$ cat src/rtl/pipeline_control_pkg.sv
// pipeline_control_pkg: bit positions, forwarding encodings and bubble values shared by the pipeline control block
package pipeline_control_pkg;
    localparam int REG_WRITE = 1;
    localparam int MEM_TO_REG = 0;
    localparam int MEM_READ = 1;
    localparam int MEM_WRITE = 0;
    localparam int REG_DST = 3;
    localparam int ALU_OP1 = 2;
    localparam int ALU_OP0 = 1;
    localparam int ALU_SRC = 0;
    localparam logic [1:0] FWD_REG = 2'b00;
    localparam logic [1:0] FWD_EXMEM = 2'b10;
    localparam logic [1:0] FWD_MEMWB = 2'b01;
    localparam logic [1:0] WB_BUBBLE = 2'b00;
    localparam logic [1:0] MEM_BUBBLE = 2'b00;
    localparam logic [3:0] CALC_BUBBLE = 4'b0000;
endpackage

$ cat src/rtl/pipeline_control_forwarding_unit.sv
// forwarding_unit: picks the EX operand source, with the younger EX/MEM result beating MEM/WB
module forwarding_unit
    import pipeline_control_pkg::*;
#(
    parameter int REG_ADDR_WIDTH = 5
) (
    input  logic [REG_ADDR_WIDTH-1:0] exRs,
    input  logic [REG_ADDR_WIDTH-1:0] exRt,
    input  logic                      memRegWrite,
    input  logic [REG_ADDR_WIDTH-1:0] memDest,
    input  logic                      wbRegWrite,
    input  logic [REG_ADDR_WIDTH-1:0] wbDest,
    output logic [1:0]                forwardA,
    output logic [1:0]                forwardB
);
    logic mem_a, mem_b, wb_a, wb_b;
    always_comb begin
        mem_a = memRegWrite && memDest != '0 && memDest == exRs;
        mem_b = memRegWrite && memDest != '0 && memDest == exRt;
        wb_a = wbRegWrite && wbDest != '0 && wbDest == exRs;
        wb_b = wbRegWrite && wbDest != '0 && wbDest == exRt;
        forwardA = mem_a ? FWD_EXMEM : wb_a ? FWD_MEMWB : FWD_REG;
        forwardB = mem_b ? FWD_EXMEM : wb_b ? FWD_MEMWB : FWD_REG;
    end
endmodule

$ cat src/rtl/pipeline_control.sv
// pipeline_control: ID/EX, EX/MEM, MEM/WB control registers with load-use stall, branch squash and forwarding
module pipeline_control
    import pipeline_control_pkg::*;
#(
    parameter int REG_ADDR_WIDTH = 5
) (
    input  logic                      clk,
    input  logic                      reset,
    input  logic                      idValid,
    input  logic [1:0]                writeBackControl,
    input  logic [1:0]                memAccessControl,
    input  logic [3:0]                calculationControl,
    input  logic [REG_ADDR_WIDTH-1:0] idRs,
    input  logic [REG_ADDR_WIDTH-1:0] idRt,
    input  logic [REG_ADDR_WIDTH-1:0] idRd,
    input  logic                      branchTaken,
    output logic [3:0]                exCalculationControl,
    output logic [1:0]                memStageAccessControl,
    output logic [1:0]                wbStageWriteBackControl,
    output logic [REG_ADDR_WIDTH-1:0] exDest,
    output logic [REG_ADDR_WIDTH-1:0] memDest,
    output logic [REG_ADDR_WIDTH-1:0] wbDest,
    output logic [1:0]                forwardA,
    output logic [1:0]                forwardB,
    output logic                      stall,
    output logic                      flushId
);
    logic [1:0] ex_wb, ex_mem, mem_wb;
    logic [REG_ADDR_WIDTH-1:0] ex_rs, ex_rt;
    logic bubble;
    // A squashed ID instruction needs no stall, so a taken branch suppresses it
    assign stall = idValid && ex_mem[MEM_READ] && exDest != '0
                   && (exDest == idRs || exDest == idRt) && !branchTaken;
    assign flushId = branchTaken;
    assign bubble = reset || !idValid || stall || branchTaken;
    always_ff @(posedge clk) begin
        if (bubble) begin
            ex_wb <= WB_BUBBLE;
            ex_mem <= MEM_BUBBLE;
            exCalculationControl <= CALC_BUBBLE;
            ex_rs <= '0;
            ex_rt <= '0;
            exDest <= '0;
        end else begin
            ex_wb <= writeBackControl;
            ex_mem <= memAccessControl;
            exCalculationControl <= calculationControl;
            ex_rs <= idRs;
            ex_rt <= idRt;
            exDest <= !writeBackControl[REG_WRITE] ? '0 :
                      calculationControl[REG_DST] ? idRd : idRt;
        end
        if (reset) begin
            mem_wb <= WB_BUBBLE;
            memStageAccessControl <= MEM_BUBBLE;
            memDest <= '0;
            wbStageWriteBackControl <= WB_BUBBLE;
            wbDest <= '0;
        end else begin
            mem_wb <= ex_wb;
            memStageAccessControl <= ex_mem;
            memDest <= exDest;
            wbStageWriteBackControl <= mem_wb;
            wbDest <= memDest;
        end
    end
    forwarding_unit #(.REG_ADDR_WIDTH(REG_ADDR_WIDTH)) u_fwd (
        .exRs(ex_rs),
        .exRt(ex_rt),
        .memRegWrite(mem_wb[REG_WRITE]),
        .memDest(memDest),
        .wbRegWrite(wbStageWriteBackControl[REG_WRITE]),
        .wbDest(wbDest),
        .forwardA(forwardA),
        .forwardB(forwardB)
    );
endmodule

$ cat config.mk
export PLATFORM = sky130hd
export DESIGN_NAME = pipeline_control
export DESIGN_NICKNAME = d
export VERILOG_FILES = /design/src/rtl/pipeline_control_pkg.sv /design/src/rtl/pipeline_control_forwarding_unit.sv /design/src/rtl/pipeline_control.sv
export SDC_FILE = /design/constraint.sdc
export NUM_CORES = 1
export LEC_CHECK = 0
export BUFFER_PORTS_ARGS = -buffer_cell sky130_fd_sc_hd__buf_2
export CAP_MARGIN = 10
export CORE_ASPECT_RATIO = 0.75
export CORE_UTILIZATION = 52
export CTS_CLUSTER_DIAMETER = 120
export DETAILED_ROUTE_END_ITERATION = 12
export GPL_ROUTABILITY_DRIVEN = 0
export PLACE_DENSITY_LB_ADDON = 0.2
export RECOVER_POWER = 100
export SLEW_MARGIN = 20
export SYNTH_ARGS = -nofsm -noshare
export SYNTH_HDL_FRONTEND = slang
export SYNTH_SLANG_ARGS = --single-unit
$ cat constraint.sdc
create_clock -name clk -period 4.2 [get_ports clk]
set_input_delay 1.05 -clock clk [delete_from_list [all_inputs] [get_ports clk]]
set_output_delay 1.05 -clock clk [all_outputs]
set_load 0.01 [all_outputs]
### Word-level counts from Yosys, hierarchy flattened

Index checks and enable logic that the tools add are counted.

* bitwise gates (word level): 1
* reductions and logical operators: 20
* mux-type cells: 5
* eq/ne operators: 6

Operators with widths (count)
* 5-bit == test: 6
* 5-bit nonzero test: 3
* 1-bit logical AND: 10
* 5-bit 2-to-1 mux: 1
* 1-bit logical OR: 4
* 2-bit 2-to-1 mux: 2
* 1-bit logical NOT: 2
* 1-bit 2-to-1 mux: 2
* 2-bit OR reduction: 1
* 1-bit inverter: 1

* register bits: 39

### Logic depth before layout (Yosys ltp)

* depth after elaboration: 7
* depth in mapped cells: 5

### By module

From an unflattened synthesis, not the netlist that was laid out.

* cell total of the unflattened synthesis: 166
* area, all modules: 1644.1 um2

Modules (own cells, without submodules)
* pipeline_control: area an instance 1358.8 um2, cells each 130, instances 1, seq. area each 780.7 um2
* forwarding_unit: area an instance 285.3 um2, cells each 36, instances 1, seq. area each 0.0 um2

### Least setup slack after synthesis

Ideal clock, no wire load.

* path kind: input to output
* start point: input idRs[4]
* end point: output stall
* path slack: 1.176 ns
* data arrival time: 1.974 ns
* data required time: 3.150 ns
* stages: 5
* cell sequence: xnor2_1 nand3_1 o22ai_1 buf_2 and2_1

* longest elaborated chain between the ends: 4

RTL lines
* start: declaration: line pipeline_control.sv:13 `input logic [REG_ADDR_WIDTH-1:0] idRs,`
* 5-bit == test: line pipeline_control.sv:33 `&& (exDest == idRs || exDest == idRt) && !branchTaken;`
* 1-bit logical OR: line pipeline_control.sv:33
* 1-bit logical AND (2 in series): line pipeline_control.sv:33
* end: declaration: line pipeline_control.sv:25 `output logic stall,`

Every way passes these cells.

### Final worst setup path

* start point: input reset
* end point: register exDest[0]

* longest elaborated chain between the ends: 4

RTL lines
* start: declaration: line pipeline_control.sv:8 `input logic reset,`
* 1-bit logical OR (3 in series): line pipeline_control.sv:35 `assign bubble = reset || !idValid || stall || branchTaken;`
* 2-bit OR reduction (no line)
* end signal: assignment: line pipeline_control.sv:50 `exDest <= !writeBackControl[REG_WRITE] ? '0 :`
* end: declaration: line pipeline_control.sv:20 `output logic [REG_ADDR_WIDTH-1:0] exDest,`

Every way passes these cells.
A chain may end at the register's enable or synchronous reset.

==> run metrics <==
setup bufs post-CTS 0; Combinational Power Share 0.073; setup violators final 0; met2 GRT Util 0.383; ant diodes 0; PortBufs between 50 and 60; Worst Skew ~0.0031 ns; Slew @ Worst Pin 1.10 ns; cell taking the most area after synthesis dfxtp_1; reg2reg end ex_rt[4]; synth top area cells dfxtp_1, xnor2_1, xor2_1, nor2b_1, a21oi_1; GRT Overall Usage 0.236; Gate Count Post-Synth about 170; Fillers roughly 260; max_cap viols 0; Final Max Slew Viols 0; RSZ-0062 raised after global routing no; CP Capture Type flip-flop; Worst Hold End memStageAccessControl[0]; Sw Share 0.221; critical path startpoint category input port; Synth Warn # 0; gr ovfl total 0; crit path kind input port to flip-flop; R2R cell count 5; synth cell count leaders dfxtp_1, nand2_1, a21oi_1; Worst R2R Setup Slack around 2.7 ns; Hold Buf Count CTS 0; Leak roughly 0.85 nW; initial antenna violation count 0; Vert. Die Dim approximately 50 um; Util after Layout 0.667; outcome completed; Arrival @ worst endpoint 3.25 ns; Final period util 0.726; CTS root buf clkbuf_8; Core Region approximately 2900 um2; FFs w/ async S/R, synth 0; H-tree Lvls 2; Residual DRC 0; drt wl/cell approximately 14 um; EDFF count, synth 0; P_sw 0.164 mW; DIE WIDTH between 60 and 70 um; post-cts repair resize count 0; pin count of the biggest net entering global routing 24; Hold Path Depth 1; Mean Syn Cell Area ~9.7 um2; later-pin clock latency in the skew report approximately 0.29 ns; layout net count about 250; Slew Limit Headroom 0.262; full die area around 3300 um2; net count after synthesis 192; DRT Wirelength about 3500 um; worst path required time around 4.4 ns; vias in the first global route 1263; Yosys cell types 23; cell area after synthesis approximately 1600 um2; Detail Placement HPWL ~2500 um; Sequential Power Share 0.515; endpoints failing hold 0; I/O pins 56; Layout area overhead 22.0%; Top Usage Layer GRT met2; CTS tree yes; DR vias/cell a little over 5; met3 usage 0.0556; share of Yosys cell area claimed by the top area cell type 0.487; Worst Hold Class flip-flop to flip-flop; Starting Density 0.546; grt met1 use 0.302; # rows 17; first-pass GRT wire length 5780 um; Int Pwr between 0.5 and 0.6 mW; most numerous cell in the Yosys netlist dfxtp_1; sequential cell area fraction in the yosys report 0.487; Clock transition at path regs 0.08 ns; VDD IR max ~0.32 mV; 1st-iter DRT viols 39; top achievable clock speed around 330 MHz; setup TNS 0 ns; clock power share 0.413; Final Critical Period just over 3 ns; Clock Tree Buf Depth 2; PwrDens about 380 nW/um2; r2r startpoint exDest[4]; Worst Hold Launch ex_mem[0]; via count roughly 1300; ys flop type dfxtp_1; critical path peak fanout 17; Pwr Total roughly 0.74 mW; Yosys reg bits 39; fraction of layout cells with a size suffix above 1 0.177; Routed Antenna Nets 0; TritonCTS Sinks 39; CTS buffer count 5; DRT Pass-1 Iters 4
## stage by stage
stage / instances / cell area [um2] / hold WS (ns) / setup slack [ns]
after floorplan: 165 / 1600 / 0.414 / 1.18
after global placement: 250 / 1890 / 0.417 / 1.27
after detailed placement: 250 / 1890 / 0.423 / 1.27
after CTS: 258 / 2000 / 0.441 / 1.26
after global routing: 258 / 1960 / 0.460 / 0.956
final: 258 / 1960 / 0.436 / 1.15
## power by group through the flow
stage | sequential [mW] | clock [mW] | combinational [mW]
floorplan | 0.391 | 0 | 0.0301
global placement | 0.391 | 0 | 0.0538
detailed placement | 0.391 | 0 | 0.0554
CTS | 0.382 | 0.313 | 0.0557
global route | 0.384 | 0.332 | 0.0597
finish | 0.383 | 0.307 | 0.0542
## flip-flops by register name (all words and copies together) (netlist names), 4 cells and up
name and flops:
exDest 5, ex_rs 5, ex_rt 5, memDest 5, wbDest 5, exCalculationControl 4
## critical path, stage by stage
cell and delay (ns):
clkbuf_1 0.32, nor3b_1 0.99, clkbuf_1 0.39, nand2_1 0.23
a211oi_1 0.27
## how the worst max path moves through the flow
| stage | from | depth (start not counted) | end |
|---|---|---|---|
| global route | reset | 5 | exDest[0] |
| floorplan | idRs[4] | 5 | stall |
| detailed placement | idRs[4] | 6 | stall |
| global placement | idRs[0] | 6 | stall |
| CTS | idRs[4] | 6 | stall |
| finish | reset | 5 | exDest[0] |
## placed cells by master (no fill, tap or decap)
master | Yosys | routed
a211oi_1 | 5 | 5
a21oi_1 | 19 | 19
and2_0 | 0 | 1
buf_2 | 3 | 26
buf_4 | 4 | 2
bufinv_16 | 0 | 1
clkbuf_1 | 4 | 30
clkbuf_8 | 0 | 5
clkinv_2 | 0 | 1
clkinv_4 | 0 | 1
dfxtp_1 | 39 | 39
mux2i_1 | 5 | 5
nand2_1 | 20 | 20
nand3_1 | 4 | 4
nand3b_1 | 1 | 1
nor2_1 | 1 | 1
nor2b_1 | 16 | 16
nor3_1 | 1 | 1
nor3b_1 | 0 | 1
nor4_1 | 2 | 2
nor4_2 | 2 | 2
o21ai_1 | 1 | 1
o21ai_2 | 1 | 1
o22ai_1 | 1 | 1
or4_1 | 4 | 4
xnor2_1 | 16 | 16
xor2_1 | 14 | 14
## per-layer routing
metal,wire length [um],vias to the layer above,part of all wire
met4,35,0,0.0099
met2,1720,43,0.49
met1,1600,597,0.45
li1,-,654,-
met5,0,-,0
met3,167,7,0.047
## cell type report
cell class / instances / area [um2] / share of cell area
clock inverter: 3 / 43.8 / 0.0224
multi-input combinational: 115 / 758 / 0.387
clock buffer: 5 / 68.8 / 0.0352
timing repair buffer: 58 / 258 / 0.132
sequential: 39 / 781 / 0.399
tap: 38 / 47.5 / 0.0243
## logic make-up after synthesis
group           synth area share
simple gates               0.186
flops                      0.487
xor+xnor                   0.164
compound gates            0.0952
buf+inv                   0.0374
mux                       0.0312
Power figures use the tool's default switching activity.
